$ cat config.mk
export PLATFORM = sky130hd
export DESIGN_NAME = layer_sequencer_flat
export DESIGN_NICKNAME = d
export VERILOG_FILES = /design/src/rtl/layer_sequencer_if.sv /design/src/rtl/layer_sequencer.sv /design/src/flat_wrapper.sv
export SDC_FILE = /design/constraint.sdc
export NUM_CORES = 1
export LEC_CHECK = 0
export BUFFER_PORTS_ARGS = -buffer_cell sky130_fd_sc_hd__clkbuf_2
export CAP_MARGIN = 20
export CORE_ASPECT_RATIO = 1.2
export CORE_MARGIN = 1.5
export CORE_UTILIZATION = 55
export DETAILED_ROUTE_END_ITERATION = 10
export PLACE_DENSITY = 0.85
export SETUP_SLACK_MARGIN = 0.02
export SYNTH_ARGS = -nofsm -noshare
export SYNTH_HDL_FRONTEND = slang
export SYNTH_SLANG_ARGS = --single-unit
$ cat constraint.sdc
create_clock -name clk -period 5.4 [get_ports clk]
set_input_delay 0.81 -clock clk [delete_from_list [all_inputs] [get_ports clk]]
set_output_delay 0.81 -clock clk [all_outputs]
set_load 0.02 [all_outputs]
$ cat src/rtl/layer_sequencer_if.sv
// Config-table read port and accelerator start/done handshake
// shared by the layer sequencer and its neighbours.
interface layer_sequencer_if #(
  parameter int CFG_WIDTH = 64
);
  logic                 cfg_rd_en;
  logic [3:0]           cfg_addr;
  logic [CFG_WIDTH-1:0] cfg_data;
  logic                 start;
  logic                 done;

  modport master (
    output cfg_rd_en, cfg_addr, start,
    input  cfg_data, done
  );

  modport slave (
    input  cfg_rd_en, cfg_addr, start,
    output cfg_data, done
  );
endinterface

$ cat src/rtl/layer_sequencer.sv
// Walks a network layer by layer: fetches each config word, validates it,
// launches the accelerator and chains output buffers into the next input.
module layer_sequencer #(
  parameter int NUM_LAYERS   = 10,
  parameter int OFM_RAM_SIZE = 2378675,
  parameter int CFG_WIDTH    = 64,
  localparam int AW          = $clog2(OFM_RAM_SIZE)
) (
  input  logic          clk,
  input  logic          rst,
  input  logic          run,
  input  logic          abort,
  layer_sequencer_if.master bus,
  output logic [3:0]    count_layer,
  output logic [8:0]    ifm_size,
  output logic [10:0]   ifm_channel,
  output logic [1:0]    kernel_size,
  output logic [10:0]   num_filter,
  output logic          maxpool_mode,
  output logic [1:0]    maxpool_stride,
  output logic          upsample_mode,
  output logic [AW-1:0] start_read_addr,
  output logic [AW-1:0] start_write_addr,
  output logic          busy,
  output logic          all_done,
  output logic          err,
  output logic [3:0]    err_layer,
  output logic [31:0]   layer_cycles
);

  typedef enum logic [3:0] {
    IDLE, FETCH, LATCH, CHECK, START,
    WAIT, NEXT, FINISH, ERROR
  } state_t;

  state_t      state_q, state_d;
  logic        abort_q;
  logic        abort_any;
  logic        cfg_ok;
  logic        last;
  logic        rd_en;
  logic        start_p;
  logic [31:0] cyc_cnt;
  logic        unused_rsvd;

  assign abort_any = abort | abort_q;
  assign last      = (count_layer == 4'(NUM_LAYERS));

  assign cfg_ok =
    ((kernel_size == 2'd1) || (kernel_size == 2'd3)) &&
    (ifm_size >= {7'd0, kernel_size}) &&
    (ifm_channel != '0) &&
    (num_filter != '0) &&
    (!maxpool_mode ||
     (maxpool_stride == 2'd1) || (maxpool_stride == 2'd2));

  assign bus.cfg_rd_en = rd_en;
  assign bus.start     = start_p;
  assign bus.cfg_addr  = (state_q == FETCH) ? count_layer - 4'd1 : '0;
  assign unused_rsvd   = ^bus.cfg_data[CFG_WIDTH-1:37+AW];

  always_ff @(posedge clk) begin
    if (rst) state_q <= IDLE;
    else     state_q <= state_d;
  end

  always_comb begin
    state_d  = state_q;
    rd_en    = 1'b0;
    start_p  = 1'b0;
    all_done = 1'b0;
    busy     = (state_q != IDLE);
    unique case (state_q)
      IDLE:   if (run) state_d = FETCH;
      FETCH: begin
        rd_en   = 1'b1;
        state_d = abort_any ? FINISH : LATCH;
      end
      LATCH:  state_d = abort_any ? FINISH : CHECK;
      CHECK: begin
        if (abort_any)   state_d = FINISH;
        else if (cfg_ok) state_d = START;
        else             state_d = ERROR;
      end
      START: begin
        start_p = 1'b1;
        state_d = WAIT;
      end
      WAIT:   if (bus.done) state_d = NEXT;
      NEXT:   state_d = (last || abort_any) ? FINISH : FETCH;
      FINISH: begin
        all_done = 1'b1;
        state_d  = IDLE;
      end
      ERROR:  if (run) state_d = IDLE;
      default: state_d = IDLE;
    endcase
  end

  always_ff @(posedge clk) begin
    if (rst) begin
      abort_q          <= 1'b0;
      count_layer      <= '0;
      ifm_size         <= '0;
      ifm_channel      <= '0;
      kernel_size      <= '0;
      num_filter       <= '0;
      maxpool_mode     <= 1'b0;
      maxpool_stride   <= '0;
      upsample_mode    <= 1'b0;
      start_read_addr  <= '0;
      start_write_addr <= '0;
      err              <= 1'b0;
      err_layer        <= '0;
      layer_cycles     <= '0;
      cyc_cnt          <= '0;
    end else begin
      // Abort only arms during a run and never survives into IDLE.
      if (state_q == IDLE || state_d == IDLE) abort_q <= 1'b0;
      else if (abort)                         abort_q <= 1'b1;

      unique case (state_q)
        IDLE: if (run) begin
          count_layer     <= 4'd1;
          start_read_addr <= '0;
          err             <= 1'b0;
        end
        LATCH: begin
          ifm_size         <= bus.cfg_data[8:0];
          ifm_channel      <= bus.cfg_data[19:9];
          kernel_size      <= bus.cfg_data[21:20];
          num_filter       <= bus.cfg_data[32:22];
          maxpool_mode     <= bus.cfg_data[33];
          maxpool_stride   <= bus.cfg_data[35:34];
          upsample_mode    <= bus.cfg_data[36];
          start_write_addr <= bus.cfg_data[37 +: AW];
        end
        CHECK: if (!abort_any && !cfg_ok) begin
          err       <= 1'b1;
          err_layer <= count_layer;
        end
        START: cyc_cnt <= '0;
        WAIT:  if (cyc_cnt != '1) cyc_cnt <= cyc_cnt + 32'd1;
        NEXT: begin
          layer_cycles    <= cyc_cnt;
          start_read_addr <= start_write_addr;
          if (state_d == FETCH) count_layer <= count_layer + 4'd1;
        end
        ERROR: if (run) err <= 1'b0;
        default: ;
      endcase
    end
  end

endmodule

$ cat src/flat_wrapper.sv
// flat-port wrapper written by rule: the top's interface ports become plain ports
module layer_sequencer_flat 
#(
  parameter int NUM_LAYERS   = 10,
  parameter int OFM_RAM_SIZE = 2378675,
  parameter int CFG_WIDTH    = 64,
  localparam int AW          = $clog2(OFM_RAM_SIZE)
)
  (clk, rst, run, abort, count_layer, ifm_size, ifm_channel, kernel_size, num_filter, maxpool_mode, maxpool_stride, upsample_mode, start_read_addr, start_write_addr, busy, all_done, err, err_layer, layer_cycles, bus_cfg_rd_en, bus_cfg_addr, bus_start, bus_cfg_data, bus_done);
  layer_sequencer_if #(.CFG_WIDTH(CFG_WIDTH)) bus_i ();
  input  logic clk;
  input  logic rst;
  input  logic run;
  input  logic abort;
  output logic [3:0] count_layer;
  output logic [8:0] ifm_size;
  output logic [10:0] ifm_channel;
  output logic [1:0] kernel_size;
  output logic [10:0] num_filter;
  output logic maxpool_mode;
  output logic [1:0] maxpool_stride;
  output logic upsample_mode;
  output logic [AW-1:0] start_read_addr;
  output logic [AW-1:0] start_write_addr;
  output logic busy;
  output logic all_done;
  output logic err;
  output logic [3:0] err_layer;
  output logic [31:0] layer_cycles;
  output wire logic [$bits(bus_i.cfg_rd_en)-1:0] bus_cfg_rd_en;
  output wire logic [$bits(bus_i.cfg_addr)-1:0] bus_cfg_addr;
  output wire logic [$bits(bus_i.start)-1:0] bus_start;
  input wire logic [$bits(bus_i.cfg_data)-1:0] bus_cfg_data;
  input wire logic [$bits(bus_i.done)-1:0] bus_done;
  assign bus_cfg_rd_en = bus_i.cfg_rd_en;
  assign bus_cfg_addr = bus_i.cfg_addr;
  assign bus_start = bus_i.start;
  assign bus_i.cfg_data = bus_cfg_data;
  assign bus_i.done = bus_done;
  layer_sequencer #(.NUM_LAYERS(NUM_LAYERS), .OFM_RAM_SIZE(OFM_RAM_SIZE), .CFG_WIDTH(CFG_WIDTH)) u_core (.clk(clk), .rst(rst), .run(run), .abort(abort), .bus(bus_i), .count_layer(count_layer), .ifm_size(ifm_size), .ifm_channel(ifm_channel), .kernel_size(kernel_size), .num_filter(num_filter), .maxpool_mode(maxpool_mode), .maxpool_stride(maxpool_stride), .upsample_mode(upsample_mode), .start_read_addr(start_read_addr), .start_write_addr(start_write_addr), .busy(busy), .all_done(all_done), .err(err), .err_layer(err_layer), .layer_cycles(layer_cycles));
endmodule
# Word level (Yosys, flattened, before mapping)
# Cells that the tools add are included.
# word_totals
reg_bits	159
in_bits	69
output_inout_bits	130
word_cells	92
# op_classes
addsub	3
magnitude_cmp	1
n_eq_ne	20
n_mux	23
bitwise	1
n_reduce_logical	28
# ops
cell	n
$pmux 32 s2	1
$pmux 22 s2	1
$add 32x1->32 const B	1
$mux 32	1
$mux 4	8
$ne 32x32->1 const B	1
$pmux 4 s8	1
$mux 22	1
$reduce_bool 11->1	2
$eq 4x3->1 const B	4
$ge 9x2->1	1
$mux 3	3
$eq 4x1->1 const B	2
$eq 4x2->1 const B	2
$eq 4x4->1 const B	2
$logic_not 4->1	2
$ne 2x1->1 const B	4
$pmux 4 s2	1
$reduce_and 2->1	3
$reduce_and 3->1	2
$reduce_bool 2->1	3
$logic_and 1x1->1	5
$logic_or 1x1->1	5
$mux 1	5
other kinds (10)	15

# Depth between registers and ports, before layout
# Gate-level depths: netlist of run 1.
# depth
word_depth	12
mapped_depth	9
mapped_depth_nobuf	7

# Worst setup path after synthesis of run 1
# OpenSTA, ideal clock, no wires.
# synth_timing
kind	register -> register
from	reg u_core.state_q[0]
to	reg u_core.cyc_cnt[22]
setup_ns	0.070
arrival_ns	2.143
t_required_ns	5.330
slack_ns	3.186
path_stages_with_launch	8
path_buffers	2
period_less_slack_ns	2.214
cell_sequence	dfxtp_1 > buf_2 > nor4b_4 > nor4_2 > or4_1 > clkbuf_2 > or3_1 > a21oi_1
# synth_between
elab_chain_len	3
elab_cells_between_ends	6
classes_between	eq/ne: 3; mux: 1; reduce/logical: 2
# synth_rtl
element	line	text
from (decl)	layer_sequencer.sv:36	state_t state_q, state_d;
from (signal assigned)	layer_sequencer.sv:64	else state_q <= state_d;
$eq 4x3->1	layer_sequencer.sv:122	unique case (state_q)
$ne 2x1->1 (no source line) or $reduce_bool 2->1 (tied branches)	n/a	
$reduce_and 2->1 (no source line)	n/a	
to (signal assigned)	layer_sequencer.sv:143	WAIT: if (cyc_cnt != '1) cyc_cnt <= cyc_cnt + 32'd1;
to (decl)	layer_sequencer.sv:43	logic [31:0] cyc_cnt;
# Parallel ways exist; a longest one is shown, timed or not.
# A chain may end at the register's enable or synchronous reset.

# Worst setup path in the final report of run 1
# layout_timing
from	reg u_core.state_q[0]
to	reg u_core.cyc_cnt[7]
# The elaborated chain is that of the path after synthesis.

==> impl_metrics.ini, run 1 <==
[synthesis]
async_flop_share = 0
postSynthCellCount = 819
ys_types = 55
synth_seq_cells = 159
ys_seq_area_frac = 0.490
syn_area_um2 = 6490
ys_warn_count = 0
synth_edf_count = 0
synthFlopType = dfxtp_1
syn_nets = 894
synth.avg_cell_area_um2 = 7.92

[sta]
fin_ws_ps = 2620
max_slew.worst_pin.slew_ps = 1070
finalClockSkew_ps = 9.97
clock.fmax_ghz = 0.360
rsz0062_at_grt = false
period_share = 0.515
slew-limit-headroom = 0.286
finalSetupViolations = 0
fin_crit_ps = 2780
slew_viol_final = 0
final.setup.tns_ps = 0
hold_violations = 0

[floorplan]
die_area_um2 = 12500
start_util = 0.564
die-height_um = 122
num_io_pins = 199
die_w_um = 102
rows = 43
coreArea_um2 = 11500

[setup_path]
crit_fanout = 20
end_kind = flip-flop
worstPathRequired_ps = 5740
crit_path_max_incr_delay_ps = 770
cp-start-kind = flip-flop
rr_endpoint = u_core.cyc_cnt[7]
cp.arrival_ps = 3120
reg2reg_depth = 5
cp_cell_sequence = nor4b_4 -> nor4_2 -> and3_1 -> o21ai_0 -> a21oi_1
r2r-start = u_core.state_q[0]
reg2reg_slack_ps = 2620
crit_type = flip-flop to flip-flop
worst_path_max_delay_cell = nor4_2

[clock_tree]
cts-htree-levels = 4
cts_tree = done
clock_latency_ps = 420
path_clk_slew_ps = 60
clk_root_buffer_cell = clkbuf_16
clockBufferDepth = 2
cts-resized-gates = 0
numCtsBuffers = 17
cts_setup_buffers = 0
cts.sink_count = 159
ctsHoldBuffers = 0

[route]
vias = 6309
first_pass_iters = 5
drt-initial-drc-count = 346
ant_nets = 0
wl_per_cell_um = 14.6
vias_per_cell = 5.51
drc = 0
routed_wl_mm = 16.7

[final_layout]
drive_gt1_frac = 0.244
mostFrequentLayoutCells = nand2_1, clkbuf_2, dfxtp_1
area_growth_pct = 24.3
fin_util = 0.701
final_cells = 1146
nFillCells = 984
layout_commonest_cell = nand2_1
antennaDiodeCount = 0
fin_nets = 1052

[power_and_ir_drop]
clockPowerShare = 0.397
cellPowerDensity_nw_per_um2 = 369
internal_power_mw = 2.10
cellLeakagePower_nw = 3.15
netSwitchingFraction = 0.294
irDropWorstVdd_mv = 0.263
power_frac_comb = 0.168
seqPwrFrac = 0.435
p_total_mw = 2.98
p_sw_mw = 0.877

[global_route]
track_usage = 0.268
grt_pass1_vias = 5732
antenna_found_initial = 0
grt_overflow = 0
grt_pass1_wl_mm = 26.4
grt_max_degree = 102

[hold_path]
min_to = u_core.layer_cycles[5]
holdPathStages = 2
min_from = u_core.layer_cycles[5]
hp-class = flip-flop to flip-flop

[placement]
dp.cells = 1115
port_buffers = 193
gp_congestion = 0.848
dp_slack_ps = 2720
dp_hpwl_mm = 11.2

[job]
max_cap_viol_count = 0

[outcome]
outcome = finished clean
## final cells by class
cell class	instances	area [µm²]	share of cell area
multi-input cells	588	3030	0.376
clock buffers	19	453	0.0561
repair buffers	197	1020	0.126
well taps	157	196	0.0243
clock inverters	12	134	0.0166
flip-flops and latches	159	3180	0.394
inverters	14	52.6	0.00651
## Yosys cell counts, types with 2 or more instances
library cell | number | area, µm²
nand2_1 | 226 | 848
dfxtp_1 | 159 | 3180
a21oi_1 | 138 | 691
clkbuf_1 | 46 | 173
nand3_1 | 39 | 195
nor2_1 | 22 | 82.6
o21ai_0 | 17 | 85.1
or3_1 | 17 | 106
inv_1 | 14 | 52.6
nor4_1 | 12 | 75.1
xnor2_1 | 12 | 105
nand2b_1 | 11 | 68.8
nor3_1 | 11 | 55.1
and3_1 | 7 | 43.8
mux2i_1 | 7 | 70.1
nand4_1 | 7 | 43.8
buf_2 | 6 | 30.0
ha_1 | 6 | 75.1
or4_1 | 6 | 45.0
and4_1 | 4 | 35.0
buf_1 | 4 | 15.0
and2_1 | 3 | 18.8
nor2b_1 | 3 | 18.8
o31ai_1 | 3 | 22.5
a2111oi_0 | 2 | 17.5
a211oi_1 | 2 | 15.0
a21o_1 | 2 | 15.0
a311oi_1 | 2 | 17.5
and3b_1 | 2 | 17.5
nor3b_1 | 2 | 15.0
nor4bb_1 | 2 | 20.0
o211ai_1 | 2 | 15.0
## registers in the layout, indices dropped and copies added, names as in the netlist, 9 cells and up
name	count
u_core.cyc_cnt	32
u_core.start_write_addr	22
u_core.layer_cycles	32
u_core.num_filter	11
u_core.ifm_size	9
u_core.ifm_channel	11
u_core.start_read_addr	22
## through the flow
step | hold slack [ps] | cell area, µm²
floorplan | 445 | 6490
global placement | 441 | 7450
detailed placement | 446 | 7480
CTS | 454 | 8070
global route | 471 | 8070
finish | 453 | 8070
## layer usage
metal  share of wire  vias up  GRT usage
li1                -     3112          -
met1            0.39     2929      0.294
met2            0.52      229      0.472
met3           0.068       39     0.0746
met4           0.027        0      0.125
met5               0        -          0
## power groups by stage
stage               registers (mW)  clock network [mW]  logic, mW
detailed placement            1.32                   0      0.494
floorplan                     1.35                   0      0.291
CTS                           1.29                1.19      0.498
global route                  1.31                1.25      0.543
finish                        1.30                1.18      0.499
global placement              1.32                   0      0.477
## logic make-up after synthesis
| group | share of synthesized area |
|---|---|
| DFF | 0.490 |
| and+or+nand+nor | 0.278 |
| xor gates and xnor gates | 0.0162 |
| AOI/OAI and AO/OA | 0.148 |
| muxes | 0.0108 |
| adders and majority gates | 0.0116 |
| buffers and inverters | 0.0441 |
## critical path, delay by kind of cell (launching register included)
kind            cells  cell delay (ps)
flops               1              720
compound gates      2              390
simple gates        3             1590
## worst max path at each step
stage	startpoint	endpoint	slack (ps)
finish	u_core.state_q[0]	u_core.cyc_cnt[7]	2620
global route	u_core.state_q[0]	u_core.cyc_cnt[7]	2370
CTS	u_core.state_q[0]	u_core.cyc_cnt[7]	2660
detailed placement	u_core.state_q[0]	u_core.cyc_cnt[10]	2720
global placement	rst	u_core.cyc_cnt[4]	2760
floorplan	u_core.state_q[0]	u_core.cyc_cnt[22]	3190
Power figures use the tool's default switching activity.
==> inputs of run 2 (changes only) <==
Settings changed: ABC_AREA from default to 1, CORE_UTILIZATION 55 to 47, PLACE_DENSITY 0.85 to 0.76.
Clock period 5.4 ns to 2.5 ns, I/O delays scaled along.
==> impl_metrics.ini, run 2 <==
[synthesis]
synth_seq_cells = 159
ys_top_cells_by_area = dfxtp_1, nor2_1, nand2_1, o21ai_0, a21oi_1
ys_warn_count = 0
synth.most_common_cell = nor2_1
async_flop_share = 0
synth_xor_area_frac = 0.00385
postSynthCellCount = 965
synth_edf_count = 0
syn_nets = 1040
syn_area_um2 = 6820
yosys.area.top_type = dfxtp_1
synth.avg_cell_area_um2 = 7.07
synth_top_family_by_area = simple AND/OR/NAND/NOR gates
ys_types = 35
ys_seq_area_frac = 0.467
yosysTopAreaCellShare = 0.467
synth_fa_ha_area_frac = 0.0110
synth-compound-area-share = 0.152
muxShareOfSynthArea = 0
synthFlopType = dfxtp_1
synthSimpleGateAreaFrac = 0.297
synth_common_cells = nor2_1, nand2_1, dfxtp_1

[sta]
slew-limit-headroom = 0.647
rsz0062_at_grt = false
finalClockSkew_ps = 9.31
finalSetupViolations = 0
final.setup.tns_ps = 0
slew_viol_final = 0
clock.fmax_ghz = 0.458
fin_crit_ps = 2180
period_share = 0.872
max_slew.worst_pin.slew_ps = 526
fin_ws_ps = 319
hold_violations = 0

[placement]
dp_slack_ps = 346
port_buffers = 193
gp_congestion = 0.925
dp_hpwl_mm = 13.4

[route]
drt-initial-drc-count = 409
first_pass_iters = 5
routed_wl_mm = 18.8
drc = 0
vias = 6870
vias_per_cell = 5.15
wl_per_cell_um = 14.1
ant_nets = 0

[final_layout]
layout_commonest_cell = nor2_1
antennaDiodeCount = 0
fin_nets = 1220
nFillCells = 1401
area_growth_pct = 25.3
drive_gt1_frac = 0.232
top_regs = u_core.cyc_cnt: 32 flops, u_core.layer_cycles: 32 flops
mostFrequentLayoutCells = nor2_1, clkbuf_2, nand2_1

[clock_tree]
cts_setup_buffers = 0
clk_root_buffer_cell = clkbuf_16
cts_tree = done
cts-resized-gates = 0
ctsHoldBuffers = 0
clockBufferDepth = 2
numCtsBuffers = 17
path_clk_slew_ps = 60
cts-htree-levels = 4
cts.sink_count = 159
clock_latency_ps = 420

[global_route]
grt_max_degree = 63
antenna_found_initial = 0
grt_overflow = 0
grt_pass1_vias = 6238
track_usage = 0.245
grt_pass1_wl_mm = 30.1

[power_and_ir_drop]
cellLeakagePower_nw = 3.60
irDropWorstVdd_mv = 0.722
cellPowerDensity_nw_per_um2 = 1080

[setup_path]
worst-path-buf-inv = 2
crit_type = flip-flop to flip-flop
crit_path_max_incr_delay_ps = 440
worst_path_max_delay_cell = dfxtp_1
worstPathRequired_ps = 2850
cp-start-kind = flip-flop
cp_cell_sequence = ha_1 -> nand3_1 -> inv_1 -> nand2_1 -> nor2_4 -> nand2_2 -> a21oi_4 -> buf_4 -> nand2_1 -> a21oi_1
cpMostUsedCell = nand2_1
cp.arrival_ps = 2530
critPathTopFamily = simple AND/OR/NAND/NOR gates
crit_fanout = 16
end_kind = flip-flop

[floorplan]
die-height_um = 135
die_w_um = 113
die_area_um2 = 15200
rows = 48
num_io_pins = 199
coreArea_um2 = 14300
start_util = 0.477

[hold_path]
hp-class = input pin to flip-flop

[outcome]
outcome = finished clean

[job]
max_cap_viol_count = 0
-- run 2: cell types whose count changed after synthesis, moves of 24 or more --
cell     before  now
inv_1        14   61
a21oi_1     138   91
nand3_1      39   63
nor2_1       22  196
o21ai_0      17  104
nand2_1     226  167
-- run 2: metrics by stage --
step | cells | area, µm² | power (mW) | hold WS (ps) | util
after floorplan | 965 | 6820 | 5.60 | 457 | -
after global placement | 1301 | 7930 | 6.54 | 432 | 0.555
after detailed placement | 1301 | 7930 | 6.60 | 435 | 0.555
after CTS | 1333 | 8550 | 9.28 | 189 | 0.598
after global routing | 1333 | 8550 | 9.79 | 202 | 0.598
final | 1333 | 8550 | 9.22 | 199 | 0.598
-- run 2: kinds of logic after synthesis --
group | Yosys count
and+or+nand+nor | 479
AOI/OAI and AO/OA | 202
DFF | 159
buffers and inverters | 116
adders and majority gates | 6
xor gates and xnor gates | 3
-- run 2: report_power, final --
| group | switching (mW) | internal [mW] |
|---|---|---|
| Sequential | 0.384 | 3.02 |
| Clock | 1.05 | 1.63 |
| Combinational | 2.14 | 0.996 |
| Total | 3.58 | 5.65 |
-- run 2: worst reg2reg max path, stage by stage (launching register included) --
cell and delay, ps:
dfxtp_1 440, ha_1 330, nand3_1 130, inv_1 100, nand2_1 120, nor2_4 120, nand2_2 90, a21oi_4 250
buf_4 270, nand2_1 100, a21oi_1 150
-- run 2: layout make-up --
| class | count | area, µm² | share of cell area |
|---|---|---|---|
| multi-input cells | 690 | 3160 | 0.370 |
| repair buffers | 209 | 1110 | 0.130 |
| clock buffers | 20 | 457 | 0.0534 |
| inverters | 68 | 255 | 0.0299 |
| flip-flops and latches | 159 | 3180 | 0.372 |
| well taps | 175 | 219 | 0.0256 |
| clock inverters | 12 | 159 | 0.0186 |
-- run 2: worst paths after layout --
| path | start | to | slack, ps | cells after the start |
|---|---|---|---|---|
| max | u_core.cyc_cnt[0] | u_core.cyc_cnt[14] | 320 | 10 |
| min | bus_cfg_data[56] | u_core.start_write_addr[19] | 200 | 3 |
| max reg2reg | u_core.cyc_cnt[0] | u_core.cyc_cnt[14] | 320 | 10 |
| min reg2reg | u_core.err_layer[1] | u_core.err_layer[1] | 440 | 2 |
-- run 2: layer usage --
layer  global-route usage  vias up  part of all wire
li1                     -     3509                 -
met5                    0        -                 0
met1                0.286     3087              0.41
met3               0.0732       44             0.067
met4               0.0917        0             0.029
met2                0.425      230              0.49
==> inputs of run 3 (changes only) <==
Settings changed: CELL_PAD_IN_SITES_DETAIL_PLACEMENT from default to 0, CELL_PAD_IN_SITES_GLOBAL_PLACEMENT from default to 1, CORE_UTILIZATION 47 to 33, PLACE_DENSITY 0.76 to default, PLACE_DENSITY_LB_ADDON from default to 0.1.
==> impl_metrics.ini, run 3 (same netlist as run 2, synthesis figures left out) <==
[global_route]
use_met2 = 0.350
track_usage = 0.200
grtUsageMet3 = 0.0663
grt_pass1_wl_mm = 34.0
grt_overflow = 0
use_met1 = 0.234
grt_max_degree = 47
grt_pass1_vias = 6405
grt-busiest-layer = met2
antenna_found_initial = 1

[placement]
gp_congestion = 0.823
port_buffers = 193
dp.cells = 1390
dp_hpwl_mm = 15.4

[setup_path]
cp-start-kind = flip-flop
reg2reg_depth = 10
r2r-start = u_core.cyc_cnt[0]
end_kind = output port
worstPathRequired_ps = 2120
rr_endpoint = u_core.cyc_cnt[31]
crit_type = flip-flop to output port
cp.arrival_ps = 1790
crit_fanout = 6
reg2reg_slack_ps = 440

[floorplan]
die_area_um2 = 21500
die_w_um = 134
num_io_pins = 199
start_util = 0.337
coreArea_um2 = 20300
die-height_um = 160
rows = 57

[final_layout]
top_regs = u_core.cyc_cnt: 32 flops, u_core.layer_cycles: 32 flops
final_cells = 1422
antennaDiodeCount = 0
nFillCells = 2195
drive_gt1_frac = 0.232
fin_util = 0.425
area_growth_pct = 26.1
layout_commonest_cell = nor2_1
mostFrequentLayoutCells = nor2_1, clkbuf_2, nand2_1
fin_nets = 1219

[power_and_ir_drop]
irDropWorstVdd_mv = 0.476
cellLeakagePower_nw = 3.58
cellPowerDensity_nw_per_um2 = 1060

[hold_path]
holdPathStages = 3
hp-class = input pin to flip-flop
min_to = u_core.ifm_channel[8]
min_from = bus_cfg_data[17]

[route]
drc = 0
ant_nets = 0
vias = 6620
routed_wl_mm = 21.1
first_pass_iters = 4
drt-initial-drc-count = 280
vias_per_cell = 4.66
wl_per_cell_um = 14.9

[sta]
slew-limit-headroom = 0.433
slew_viol_final = 0
hold_violations = 0
max_slew.worst_pin.slew_ps = 847
finalSetupViolations = 0
rsz0062_at_grt = false
final.setup.tns_ps = 0
fin_crit_ps = 2170
period_share = 0.867
finalClockSkew_ps = 8.07
clock.fmax_ghz = 0.461

[clock_tree]
cts-resized-gates = 0
ctsHoldBuffers = 0
clock_latency_ps = 420
cts_tree = done
cts-htree-levels = 4
clockBufferDepth = 2
clk_root_buffer_cell = clkbuf_16
numCtsBuffers = 17
cts.sink_count = 159
cts_setup_buffers = 0
path_clk_slew_ps = 60

[job]
max_cap_viol_count = 0

[outcome]
outcome = finished clean
## run 3: cell types whose count changed in the layout (fill, tap and decap cells not counted), sizes merged
cell,previous run,this run
buf,16,15
bufinv,3,1
clkbuf,213,214
clkinv,6,5
clkinvlp,2,3
inv,69,70
## run 3: layout make-up
| cell class | count | area (µm²) | share of cell area |
|---|---|---|---|
| Clock buffer | 21 | 470 | 0.0547 |
| Clock inverter | 11 | 106 | 0.0124 |
| Inverter | 68 | 255 | 0.0297 |
| Multi-Input combinational cell | 690 | 3160 | 0.368 |
| Sequential cell | 159 | 3180 | 0.370 |
| Tap cell | 265 | 332 | 0.0386 |
| Timing Repair Buffer | 208 | 1090 | 0.127 |
## run 3: worst max path at each step
stage | from | end | cells after the start
after CTS | u_core.state_q[3] | bus_cfg_addr[3] | 4
after global placement | u_core.cyc_cnt[0] | u_core.cyc_cnt[22] | 10
after floorplan | u_core.ifm_size[0] | u_core.err_layer[0] | 11
after detailed placement | u_core.cyc_cnt[0] | u_core.cyc_cnt[31] | 10
final | u_core.state_q[3] | bus_cfg_addr[3] | 4
after global routing | u_core.state_q[3] | bus_cfg_addr[3] | 4
## run 3: layer usage
metal  vias up  wire (µm)
met4         2        215
met1      2945       8820
met5         -         13
met3        16       1350
li1       3507          -
met2       150      10700
## run 3: power by group
group | internal [mW] | switching (mW)
combinational | 0.978 | 2.18
sequential | 3.02 | 0.371
clock | 1.46 | 1.07
## run 3: through the flow
stage | hold slack (ps) | power [mW] | worst slack, ps | instance area (µm²)
after floorplan | 457 | 5.60 | 795 | 6820
after global placement | 434 | 6.66 | 496 | 8020
after detailed placement | 433 | 6.67 | 451 | 8020
after CTS | 187 | 9.23 | 290 | 8600
after global routing | 190 | 9.74 | 164 | 8600
final | 199 | 9.08 | 332 | 8600
## run 3: worst max-delay path: stages, from the launching register on
cell and delay [ps]:
dfxtp_1 330, nor2_1 290, nand3_1 310, nor3_1 250
clkbuf_2 200
